`src/rtl/isqrt_pkg.sv`:
```
// ============================================================
// isqrt_pkg : shared types and width helpers for isqrt_seq
// Rev 1.0
// ============================================================
`default_nettype none

package isqrt_pkg;

  typedef enum logic [1:0] {
    IDLE = 2'd0,
    CALC = 2'd1,
    DONE = 2'd2
  } state_t;

  function automatic int root_w(input int w);
    return w / 2;
  endfunction

  function automatic int rem_w(input int w);
    return w / 2 + 1;
  endfunction

  // One extra bit so the counter can run past zero into a negative sentinel
  function automatic int cnt_w(input int w);
    return $clog2(w / 2) + 1;
  endfunction

endpackage

`default_nettype wire

```
`src/rtl/isqrt_step.sv`:
```
// ============================================================
// isqrt_step : one restoring digit of the square-root recurrence
// Rev 1.0
// ============================================================
`default_nettype none

module isqrt_step
  import isqrt_pkg::*;
#(
  parameter int W = 6
) (
  input  logic [rem_w(W)-1:0]  rem_in,
  input  logic [root_w(W)-1:0] root_in,
  input  logic [1:0]           bits,
  output logic [rem_w(W)-1:0]  rem_out,
  output logic [root_w(W)-1:0] root_out
);

  localparam int RTW = root_w(W);
  localparam int RMW = rem_w(W);
  localparam int TW  = W / 2 + 3;

  logic [TW-1:0] trial;
  logic [TW-1:0] diff;

  assign trial = {rem_in, bits};
  assign diff  = trial - {1'b0, root_in, 2'b01};

  // diff MSB set means the trial subtraction went negative: restore
  always_comb begin
    root_out    = RTW'({root_in, 1'b0});
    root_out[0] = ~diff[TW-1];
    rem_out     = diff[TW-1] ? RMW'(trial) : RMW'(diff);
  end

endmodule

`default_nettype wire

```
`src/rtl/isqrt_seq.sv`:
```
// ============================================================
// isqrt_seq : sequential integer square root, one root bit per clock
// Rev 1.0
// ============================================================
`default_nettype none

module isqrt_seq
  import isqrt_pkg::*;
#(
  parameter int W = 6
) (
  input  logic                 clk,
  input  logic                 rst_n,
  input  logic                 enb,
  input  logic                 in_valid,
  output logic                 in_ready,
  input  logic [W-1:0]         in,
  output logic                 out_valid,
  input  logic                 out_ready,
  output logic [root_w(W)-1:0] root,
  output logic [rem_w(W)-1:0]  rem,
  output logic                 exact
);

  localparam int RTW = root_w(W);
  localparam int RMW = rem_w(W);
  localparam int CW  = cnt_w(W);

  if (W < 2 || (W % 2) != 0) begin : g_bad_width
    $error("isqrt_seq: W must be even and >= 2");
  end

  state_t           state;
  state_t           state_nx;
  logic             armed;
  logic             accept;
  logic [W-1:0]     sreg;
  logic [RTW-1:0]   part_root;
  logic [RMW-1:0]   part_rem;
  logic [CW-1:0]    cnt;
  logic [RTW-1:0]   step_root;
  logic [RMW-1:0]   step_rem;

  isqrt_step #(.W(W)) u_step (
    .rem_in   (part_rem),
    .root_in  (part_root),
    .bits     (sreg[W-1 -: 2]),
    .rem_out  (step_rem),
    .root_out (step_root)
  );

  always_ff @(posedge clk or negedge rst_n) begin
    if (!rst_n) state <= IDLE;
    else        state <= state_nx;
  end

  always_comb begin
    state_nx  = state;
    in_ready  = 1'b0;
    out_valid = 1'b0;
    accept    = 1'b0;
    case (state)
      IDLE: begin
        in_ready = enb & armed;
        accept   = in_valid & in_ready;
        if (accept) state_nx = CALC;
      end
      CALC: begin
        if (cnt[CW-1]) state_nx = DONE;
      end
      DONE: begin
        out_valid = enb;
        if (out_ready) state_nx = IDLE;
      end
      default: state_nx = IDLE;
    endcase
    if (!enb) state_nx = IDLE;
  end

  // Counter runs W/2-1 down to -1; the extra CALC cycle at -1 publishes the result
  always_ff @(posedge clk or negedge rst_n) begin
    if (!rst_n) begin
      armed     <= 1'b0;
      sreg      <= '0;
      part_root <= '0;
      part_rem  <= '0;
      cnt       <= '0;
      root      <= '0;
      rem       <= '0;
      exact     <= 1'b0;
    end else begin
      armed <= 1'b1;
      if (!enb) begin
        root  <= '0;
        rem   <= '0;
        exact <= 1'b0;
      end else if (state == IDLE) begin
        if (accept) begin
          sreg      <= in;
          part_root <= '0;
          part_rem  <= '0;
          cnt       <= CW'(RTW - 1);
        end
      end else if (state == CALC) begin
        if (!cnt[CW-1]) begin
          sreg      <= sreg << 2;
          part_root <= step_root;
          part_rem  <= step_rem;
          cnt       <= cnt - 1'b1;
        end else begin
          root  <= part_root;
          rem   <= part_rem;
          exact <= (part_rem == '0);
        end
      end
    end
  end

endmodule

`default_nettype wire
```
`config.mk`:
```
export PLATFORM = sky130hd
export DESIGN_NAME = isqrt_seq
export DESIGN_NICKNAME = d
export VERILOG_FILES = /design/src/rtl/isqrt_pkg.sv /design/src/rtl/isqrt_step.sv /design/src/rtl/isqrt_seq.sv
export SDC_FILE = /design/constraint.sdc
export NUM_CORES = 1
export LEC_CHECK = 0
export CORE_UTILIZATION = 56
export CTS_BUF_LIST = sky130_fd_sc_hd__clkbuf_16
export DETAILED_ROUTE_END_ITERATION = 10
export GPL_TIMING_DRIVEN = 0
export PLACE_DENSITY = 0.83
export SYNTH_ARGS = -nofsm -noshare
export SYNTH_HDL_FRONTEND = slang
export SYNTH_SLANG_ARGS = --single-unit
```
`constraint.sdc`:
```
create_clock -name clk -period 3.11 [get_ports clk]
set_clock_uncertainty 0.15 [all_clocks]
set_input_delay 0.933 -clock clk [delete_from_list [all_inputs] [get_ports clk]]
set_output_delay 0.933 -clock clk [all_outputs]
set_load 0.005 [all_outputs]
```
==> parameters.txt <==
Parameter                              Value

Outcome
  Run status    finished clean

Synth
  Share of synthesized area occupied by flip-flops and latches    50.6%
  Dominant combinational cell family by area after synthesis    simple AND/OR/NAND/NOR gates
  Flip-flop and latch count after synthesis    27
  Area share of the largest cell type after synthesis    50.6%
  Synth Cell Area    0.00134 sq mm
  Largest area contributor in the netlist    sky130_fd_sc_hd__dfrtp_1
  Cells after synthesis    130
  Leading post-synthesis cells by cell area    sky130_fd_sc_hd__dfrtp_1, sky130_fd_sc_hd__mux2i_1, sky130_fd_sc_hd__nand2_1, sky130_fd_sc_hd__ha_1, sky130_fd_sc_hd__nor2b_1
  Parity-gate share of the synthesized area counting xor and xnor cells    3.18%
  Top flip-flop cell by instance count after synthesis    sky130_fd_sc_hd__dfrtp_1
  Post-synth top cells    sky130_fd_sc_hd__dfrtp_1, sky130_fd_sc_hd__nand2_1, sky130_fd_sc_hd__mux2i_1, sky130_fd_sc_hd__o21ai_1, sky130_fd_sc_hd__nor2b_1
  Simple-Gate Fraction of Synth Area    16.9%
  Asr flop ratio synth    100%
  Post-Syn Area per Cell    10.3 sq um
  Ys Warns    0
  Number of enable flip-flop cells after synthesis    0
  Leading cell type by number of instances after synthesis    sky130_fd_sc_hd__dfrtp_1
  Compound-cell area share of the yosys netlist    11.7%
  Multiplexer share of the synthesized area    8.99%
  Synthesized net count    146
  Unique cell type count in the Yosys netlist    32
  Adder-cell area share of the yosys netlist    4.68%

STA
  Minimum clock period    2.90 ns
  Count of final max-slew check failures    0
  Setup repair after global routing missed its margin    no
  Setup violators final    0
  Worst Max-Slew Pin Slew    1.16 ns
  Smallest setup slack after layout    0.207 ns
  Final cycle utilization of the critical path    93.3%
  Hold Violations, Final    0
  Fmax    345 MHz
  Normalized max-slew margin    22.1%
  Summed negative setup slack over all endpoints    0 ns

Route
  Initial detailed-routing violation count    8
  DRC violations left    0
  Number of search-and-repair iterations in the first detailed-routing pass    4
  Number of vias per cell    5.54
  Antenna Violating Nets Remaining    0
  Routed via count    1019
  Detailed-route wire length    2.61 mm
  Detailed-route wire length per cell    14.2 microns

Placement
  DP Wirelength    1.93 mm
  Post-Place Worst Slack    -0.321 ns
  Gpl congestion    0.772
  Total placed cells including tap cells    178
  Quantity of I/O buffers inserted on ports    20

Floorplan
  Num ports    21
  Core Footprint    0.00223 sq mm
  Number of cell rows    17
  Die footprint    0.00259 sq mm
  Die X    50.9 microns
  Floorplan die height    50.9 microns
  Effective utilization at floorplan    59.8%

Global routing
  Antenna violations before repair    0
  Via count of the first global-routing pass    1032
  First-pass GRT wire length    4.51 mm
  Total global-route track usage    24.2%
  Residual overflow from global routing    0
  Largest net degree at the start of global routing    28

Clocking
  CTS tree    yes
  Clock Sinks    27
  Root Driver    sky130_fd_sc_hd__clkbuf_16
  CTS max path bufs    2
  Insertion delay to the later sink of the worst-skew pair    0.26 ns
  Number of clock buffers inserted by TritonCTS    3
  Clock H-tree levels    1
  Register clock-pin slew on the reported worst setup and hold paths    0.06 ns

Finish
  Final cell utilization of the core    74.8%
  Syn-to-layout area delta    25.0%
  Fraction of final layout cells sized beyond drive strength 1    7.69%
  Area of combinational cells with multiple inputs    619 sq um
  Non-filler instance count after layout    184
  Antenna diode count    0
  Number of fill cells    159
  Sequential cell area    676 sq um
  Nets    173

Setup path
  Depth of the worst register-to-register path    6
  Worst path max stage delay    0.49 ns
  CP required    2.03 ns
  Crit path launch type    primary input
  Data arrival time of the critical path    1.82 ns
  CP cell instances    dlygate4sd2_1 > and3b_1 > clkdlybuf4s50_1
  Worst Path Buf+Inv    2
  Family with the most delay on the worst path    buffers and inverters
  Stages on worst setup path    3
  Worst Setup Path Type    in -> out
  Slowest stage cell, crit path    sky130_fd_sc_hd__clkdlybuf4s50_1
  Peak fanout along the critical path    3
  Reg-to-reg setup timing slack    0.99 ns
  Kind of end point of the critical path    output pin

Pwr
  Total power of the final layout    1.35 mW
  Leak Pwr    0.803 nW
  VDD IR-drop max    0.562 mV
  Pwr dens    807 mW/mm^2

Hold path
  Cell depth of the worst min-delay path    1
  Type of the tightest min-delay check    reg -> reg

Job
  Number of maximum-capacitance constraint violations    0
==> layer usage <==
| layer | GRT usage [%] | routed length [microns] |
|---|---|---|
| met5 | 0 | 0 |
| met4 | 10.2 | 36 |
| met3 | 4.46 | 63 |
| met1 | 28.9 | 1130 |
| met2 | 42.7 | 1380 |
==> flip-flops by register name (all words and copies together), names as in the netlist <==
register   flops
part_rem       4
exact          1
cnt            3
root           3
armed          1
state          2
part_root      3
sreg           6
rem            4
==> worst paths after layout <==
check	startpoint	end
max in group asynchronous	rst_n	sreg[5]$_DFFE_PN0P_
worst max-delay path	enb	out_valid
min in group asynchronous	rst_n	rem[3]$_DFFE_PN0P_
worst min-delay path	cnt[0]$_DFFE_PN0P_	cnt[0]$_DFFE_PN0P_
worst max register to register	part_rem[0]$_DFFE_PN0P_	part_rem[2]$_DFFE_PN0P_
worst min register to register	cnt[0]$_DFFE_PN0P_	cnt[0]$_DFFE_PN0P_
==> cell usage in the layout (no fill, tap or decap), types with 3 or more instances in the layout <==
cell type and count:
sky130_fd_sc_hd__clkbuf_1 4, sky130_fd_sc_hd__mux2i_1 12, sky130_fd_sc_hd__a21oi_1 4, sky130_fd_sc_hd__dfrtp_1 27, sky130_fd_sc_hd__o21ai_1 10, sky130_fd_sc_hd__ha_1 5
sky130_fd_sc_hd__clkdlybuf4s50_1 18, sky130_fd_sc_hd__nor2_1 7, sky130_fd_sc_hd__inv_1 8, sky130_fd_sc_hd__clkbuf_16 3, sky130_fd_sc_hd__nand2_1 17, sky130_fd_sc_hd__nor2b_1 7
==> worst register-to-register path: cells and delay by family (launching register included) <==
family	cells	cell delay, ns
muxes	1	0.30
xor gates and xnor gates	1	0.35
AOI/OAI and AO/OA	3	0.42
DFF	1	0.44
adders and majority gates	1	0.35
==> cell type report <==
cell class	count	area share [%]
buffer	5	1.12
clock buffer	3	4.49
clock inverter	1	0.225
inverter	8	1.80
multi-input combinational	90	37.1
sequential	27	40.4
tap	28	2.10
timing repair buffer	22	12.7
==> through the flow <==
stage	hold WS [ns]	area (sq um)
finish	0.331	1670
global route	0.363	1670
global placement	0.314	1570
CTS	0.335	1670
floorplan	0.296	1340
detailed placement	0.322	1570
==> power breakdown <==
part | switching [mW] | internal [mW] | total, mW
Sequential | 0.0711 | 0.431 | 0.502
Clock | 0.114 | 0.172 | 0.286
Combinational | 0.296 | 0.264 | 0.560
Total | 0.482 | 0.867 | 1.35
==> logic make-up (layout without fill, tap and decap cells) <==
kind of cell             count (synthesis)  count (layout)
multiplexers                            12              12
XOR/XNOR                                 4               4
AND/OR/NAND/NOR                         44              44
adder cells (fa/ha/maj)                  5               5
AO/OA/AOI/OAI                           24              24
other                                    1               1
buffers and inverters                   13              39
flip-flops                              27              27
==> repair_timing <==
action / CTS / global route
setup endpoints to repair: 2 / 0
resized for setup: 4 / 0
setup buffers: 2 / 0
hold buffers: 0 / 0
No activity file was read; power rests on OpenSTA's default activity.
